[config.mk]
export PLATFORM = sky130hd
export DESIGN_NAME = instruction_fetch
export DESIGN_NICKNAME = d
export VERILOG_FILES = /design/src/rtl/instruction_fetch.sv
export SDC_FILE = /design/constraint.sdc
export NUM_CORES = 1
export LEC_CHECK = 0
export ABC_CLOCK_PERIOD_IN_PS = 1600
export CORE_ASPECT_RATIO = 0.5
export CORE_MARGIN = 3
export CORE_UTILIZATION = 41
export CTS_BUF_LIST = sky130_fd_sc_hd__clkbuf_8
export DETAILED_ROUTE_END_ITERATION = 10
export PLACE_DENSITY = 0.78
export SLEW_MARGIN = 20
export SYNTH_ARGS = -nofsm -noshare
export SYNTH_HDL_FRONTEND = slang
export SYNTH_SLANG_ARGS = --single-unit
[constraint.sdc]
create_clock -name clk -period 1.6 [get_ports clk]
set_input_delay 0.16 -clock clk [delete_from_list [all_inputs] [get_ports clk]]
set_output_delay 0.16 -clock clk [all_outputs]
set_load 0.01 [all_outputs]
[src/rtl/instruction_fetch.sv]
// Instruction fetch stage: PC register drives a combinational-read instruction memory,
// captures the returned word into a one-entry output register with a valid/ready handshake.
module instruction_fetch #(
    parameter int                        MEM_ADDR_WIDTH = 32,
    parameter int                        MEM_DATA_WIDTH = 32,
    parameter logic [MEM_ADDR_WIDTH-1:0] RESET_PC       = '0
) (
    input  logic                      clk,
    input  logic                      rst_n,
    input  logic                      start,
    input  logic                      halt,
    input  logic                      redirect_valid,
    input  logic [MEM_ADDR_WIDTH-1:0] redirect_addr,
    output logic [MEM_ADDR_WIDTH-1:0] address,
    input  logic [MEM_DATA_WIDTH-1:0] instruction,
    output logic                      out_valid,
    input  logic                      out_ready,
    output logic [MEM_DATA_WIDTH-1:0] out_instruction,
    output logic [MEM_ADDR_WIDTH-1:0] out_pc
);

    // state | meaning
    // IDLE  | no fetching; a held word may still drain through the handshake
    // RUN   | fetch one word per cycle whenever the output register is free
    typedef enum logic {
        IDLE = 1'b0,
        RUN  = 1'b1
    } state_t;

    state_t                    state_q;
    logic [MEM_ADDR_WIDTH-1:0] pc_q;
    logic [MEM_ADDR_WIDTH-1:0] pc_d;
    logic                      out_valid_q;
    logic [MEM_DATA_WIDTH-1:0] out_instruction_q;
    logic [MEM_ADDR_WIDTH-1:0] out_pc_q;
    logic                      fetch_en;

    // Redirect and halt both suppress the fetch of the current cycle.
    assign fetch_en = (state_q == RUN) && !halt && !redirect_valid
                      && (!out_valid_q || out_ready);
    assign pc_d     = pc_q + MEM_ADDR_WIDTH'(1);

    always_ff @(posedge clk) begin
        if (!rst_n) begin
            state_q           <= IDLE;
            pc_q              <= RESET_PC;
            out_valid_q       <= 1'b0;
            out_instruction_q <= '0;
            out_pc_q          <= '0;
        end else begin
            case (state_q)
                IDLE:    if (start && !halt) state_q <= RUN;
                RUN:     if (halt)           state_q <= IDLE;
                default:                     state_q <= IDLE;
            endcase

            if (redirect_valid) begin
                pc_q        <= redirect_addr;
                out_valid_q <= 1'b0;
            end else if (fetch_en) begin
                pc_q              <= pc_d;
                out_valid_q       <= 1'b1;
                out_instruction_q <= instruction;
                out_pc_q          <= pc_q;
            end else if (out_valid_q && out_ready) begin
                out_valid_q <= 1'b0;
            end
        end
    end

    assign address         = pc_q;
    assign out_valid       = out_valid_q;
    assign out_instruction = out_instruction_q;
    assign out_pc          = out_pc_q;

endmodule

==> flow_metrics.py <==
metrics = {
    "run_status": {
        "outcome": "finished, violations left",
        "failed_checks": "negative setup slack",
    },
    "sta": {
        "finalMaxSlewViolations": 0,
        "hold_viol": 0,
        "fin_crit_ps": 1624,
        "final.period_utilization": 1.015,
        "setup_viol": 2,
        "fin_ws_ps": -24.17,
        "clock.fmax_mhz": 615.7,
        "slew_headroom": 0.7553,
        "finClkSkew_ps": 7.867,
        "rsz0062_at_grt": "yes",
        "worst_pin_slew_ps": 367.0,
    },
    "clock_tree": {
        "cts_tree": "yes",
        "clock_path_buffers": 2,
        "clock_tree.root_cell": "clkbuf_8",
        "htreeDepth": 3,
        "cts_buffers": 9,
        "cts_sinks": 98,
        "clk_pin_slew_ps": 90,
        "insertion_delay_ps": 360,
    },
    "finish": {
        "drive_above_1_share": 0.1864,
        "diodes": 0,
        "final_cells": 854,
        "final-seq-area_sq_mm": 0.001991,
        "multi_input_area_sq_mm": 0.002311,
        "area_growth_syn_to_layout_pct": 66.68,
        "nNetsFinal": 785,
        "fill_cells": 762,
    },
    "pwr": {
        "p_sw_frac": 0.2402,
        "p_leak_nw": 2.771,
        "p_int_w": 0.003825,
        "power_frac_seq": 0.510,
        "power.share.clock": 0.336,
        "pwr-share-comb": 0.154,
        "p_per_area_mw_per_mm2": 712.5,
        "ir_worst_vdd_uv": 420.6,
        "power_switching_w": 0.001209,
    },
    "grt": {
        "antenna_found_initial": 0,
        "grtUsageTotal": 0.2131,
        "grt_overflow": 0,
        "grt_pass1_vias": 4160,
        "grt_max_degree": 99,
        "grt_pass1_wl_microns": 20490,
    },
    "routing": {
        "wl_met3_microns": 682,
        "drtAntennaViolNets": 0,
        "drtIter0Drc": 199,
        "vias": 4306,
        "top_layer": "met4",
        "vias_per_cell": 5.042,
        "drt_first_pass_iters": 5,
        "drc": 0,
        "drt-met1-wl_microns": 5905,
        "dr_wl_met2_microns": 6646,
        "drt_wl_total_microns": 13430,
        "drt-wirelength-per-cell_microns": 15.72,
    },
    "floorplanning": {
        "die_height_microns": 77.90,
        "start_util": 0.4344,
        "core_sq_mm": 0.009759,
        "placementRows": 25,
        "fp.dieW_microns": 149.8,
        "pin_count": 167,
        "die_area_sq_mm": 0.01167,
    },
    "critical_path": {
        "r2r_slack_ps": -20,
        "crit_path_end_kind": "register",
        "cp-start-kind": "register",
        "critPathArrivalTime_ps": 1920,
        "crit_type": "reg -> reg",
        "cp_max_fo": 7,
        "cp.required_ps": 1900,
    },
    "synthesis": {
        "synth_top_area_cell": "dfxtp_1",
        "yosys_most_used_dff": "dfxtp_1",
        "ys_seq_elements": 98,
        "synth_top_area_frac": 0.4628,
        "async_flop_share": 0,
        "yosys.cell_count.top_type": "nand2_1",
        "synth_area_leaders": "dfxtp_1 (46%), nand2_1 (13%), a21boi_0 (8.3%)",
        "synth.net_count": 576,
        "ys_types": 39,
        "ys_warn_count": 0,
        "syn_area_per_cell_sq_um": 8.394,
        "syn_inst": 505,
        "ys_seq_area_frac": 0.4628,
        "syn_area_sq_mm": 0.004239,
        "synth_edf_count": 0,
        "synthTopCellsByCount": "nand2_1 (143), dfxtp_1 (98), a21boi_0 (47)",
    },
    "place": {
        "gp_congestion": 0.7937,
        "dp.cells": 824,
        "portBuffers": 166,
        "hpwl_microns": 8844,
        "dp_slack_ps": -481.1,
    },
    "job": {
        "cap_violations": 0,
    },
    "hold_path": {
        "min_path_type": "in -> reg",
    },
}
==> worst max-delay path, stage by stage (launching register included) <==
cell and delay [ps]:
dfxtp_2 330, nor2b_1 130, buf_4 160, nand3_4 140
nand4bb_4 290, or3_1 340, a31oi_1 160
==> power by group through the flow <==
stage / clock network [W] / logic [W] / registers [W]
2_1_floorplan: 0 / 0.000207 / 0.00268
3_3_place_gp: 0 / 0.000743 / 0.00262
3_5_place_dp: 0 / 0.000751 / 0.00262
4_1_cts: 0.00175 / 0.000759 / 0.00256
5_1_grt: 0.00186 / 0.000831 / 0.00258
6_report: 0.00169 / 0.000775 / 0.00257
==> metal layers <==
layer  vias up  track usage
li1       2130            -
met1      2035       0.2687
met2       122       0.3737
met3        19      0.04959
met4         0      0.04380
met5         -            0
==> cells in the final DEF, fill, tap and decap left out, types with 3 or more instances in the layout <==
| master | netlist | layout |
|---|---|---|
| clkdlybuf4s50_1 | 0 | 157 |
| nand2_1 | 143 | 142 |
| dfxtp_1 | 98 | 81 |
| buf_4 | 2 | 52 |
| a21boi_0 | 47 | 42 |
| o21ai_0 | 28 | 28 |
| a21oi_1 | 24 | 24 |
| a21boi_1 | 17 | 21 |
| xnor2_1 | 20 | 20 |
| dfxtp_2 | 0 | 14 |
| clkbuf_8 | 0 | 12 |
| buf_12 | 0 | 10 |
| nand4_1 | 9 | 9 |
| xor2_1 | 9 | 9 |
| dlymetal6s2s_1 | 0 | 8 |
| nor4_4 | 0 | 7 |
| o211a_1 | 6 | 6 |
| inv_1 | 4 | 5 |
| nor3_1 | 11 | 5 |
| nor3_2 | 0 | 5 |
| nand3_1 | 6 | 4 |
| nor2_1 | 4 | 4 |
| and3_1 | 4 | 4 |
| and4_4 | 1 | 4 |
| nand2b_1 | 5 | 4 |
| and2_1 | 4 | 3 |
| dfxtp_4 | 0 | 3 |
| clkbuf_16 | 0 | 3 |
==> repair_timing <==
| action | 4_1_cts | 5_1_grt |
|---|---|---|
| cloned | 0 | 4 |
| buffers inserted | 0 | 10 |
| endpoints found under the hold margin | 0 | 0 |
| gates resized for setup | 13 | 55 |
| endpoints found under the setup margin | 15 | 73 |
| hold buffers | 0 | 0 |
| pin swaps | 3 | 9 |
==> kinds of logic after synthesis <==
logic type               Yosys count  synth area share
AO/OA/AOI/OAI                    125            0.1942
multiplexers                       1          0.002361
XOR/XNOR                          29           0.05992
flip-flops                        98            0.4628
buffers and inverters             39           0.03866
AND/OR/NAND/NOR                  212            0.2391
adder cells (fa/ha/maj)            1          0.002951
==> metrics by stage <==
| stage | total power [W] | area, sq um | hold slack [ps] | util | TNS (ps) |
|---|---|---|---|---|---|
| 2_1_floorplan | 0.002891 | 4252 | 236.1 | - | 0 |
| 3_3_place_gp | 0.003361 | 6424 | 439.5 | 0.6582 | -17780 |
| 3_5_place_dp | 0.003372 | 6424 | 445.1 | 0.6582 | -20580 |
| 4_1_cts | 0.005075 | 6686 | 301.4 | 0.6851 | -57.11 |
| 5_1_grt | 0.005266 | 7066 | 323.1 | 0.7240 | -549.8 |
| 6_report | 0.005034 | 7066 | 313.5 | 0.7240 | -27.74 |
==> final timing paths <==
path / endpoint / depth (start not counted) / from
min reg2reg: out_instruction[5]$_SDFFE_PN0P_ / 2 / out_instruction[5]$_SDFFE_PN0P_
min: out_instruction[1]$_SDFFE_PN0P_ / 3 / rst_n
max: address[29]$_SDFFE_PN0P_ / 6 / state_q$_SDFF_PN0_
max reg2reg: address[29]$_SDFFE_PN0P_ / 6 / state_q$_SDFF_PN0_
==> cell type report <==
cell class | count | area share
clock buffers | 12 | 0.02338
well taps | 135 | 0.02391
flip-flops and latches | 98 | 0.2817
clock inverters | 4 | 0.007083
inverters | 4 | 0.002125
repair buffers | 233 | 0.3347
multi-input cells | 368 | 0.3271
==> registers in the layout (all words and copies together) (netlist names) <==
| name | count |
|---|---|
| address | 32 |
| out_instruction | 32 |
| out_pc | 32 |
| out_valid | 1 |
| state_q | 1 |
Power figures use the tool's default switching activity.
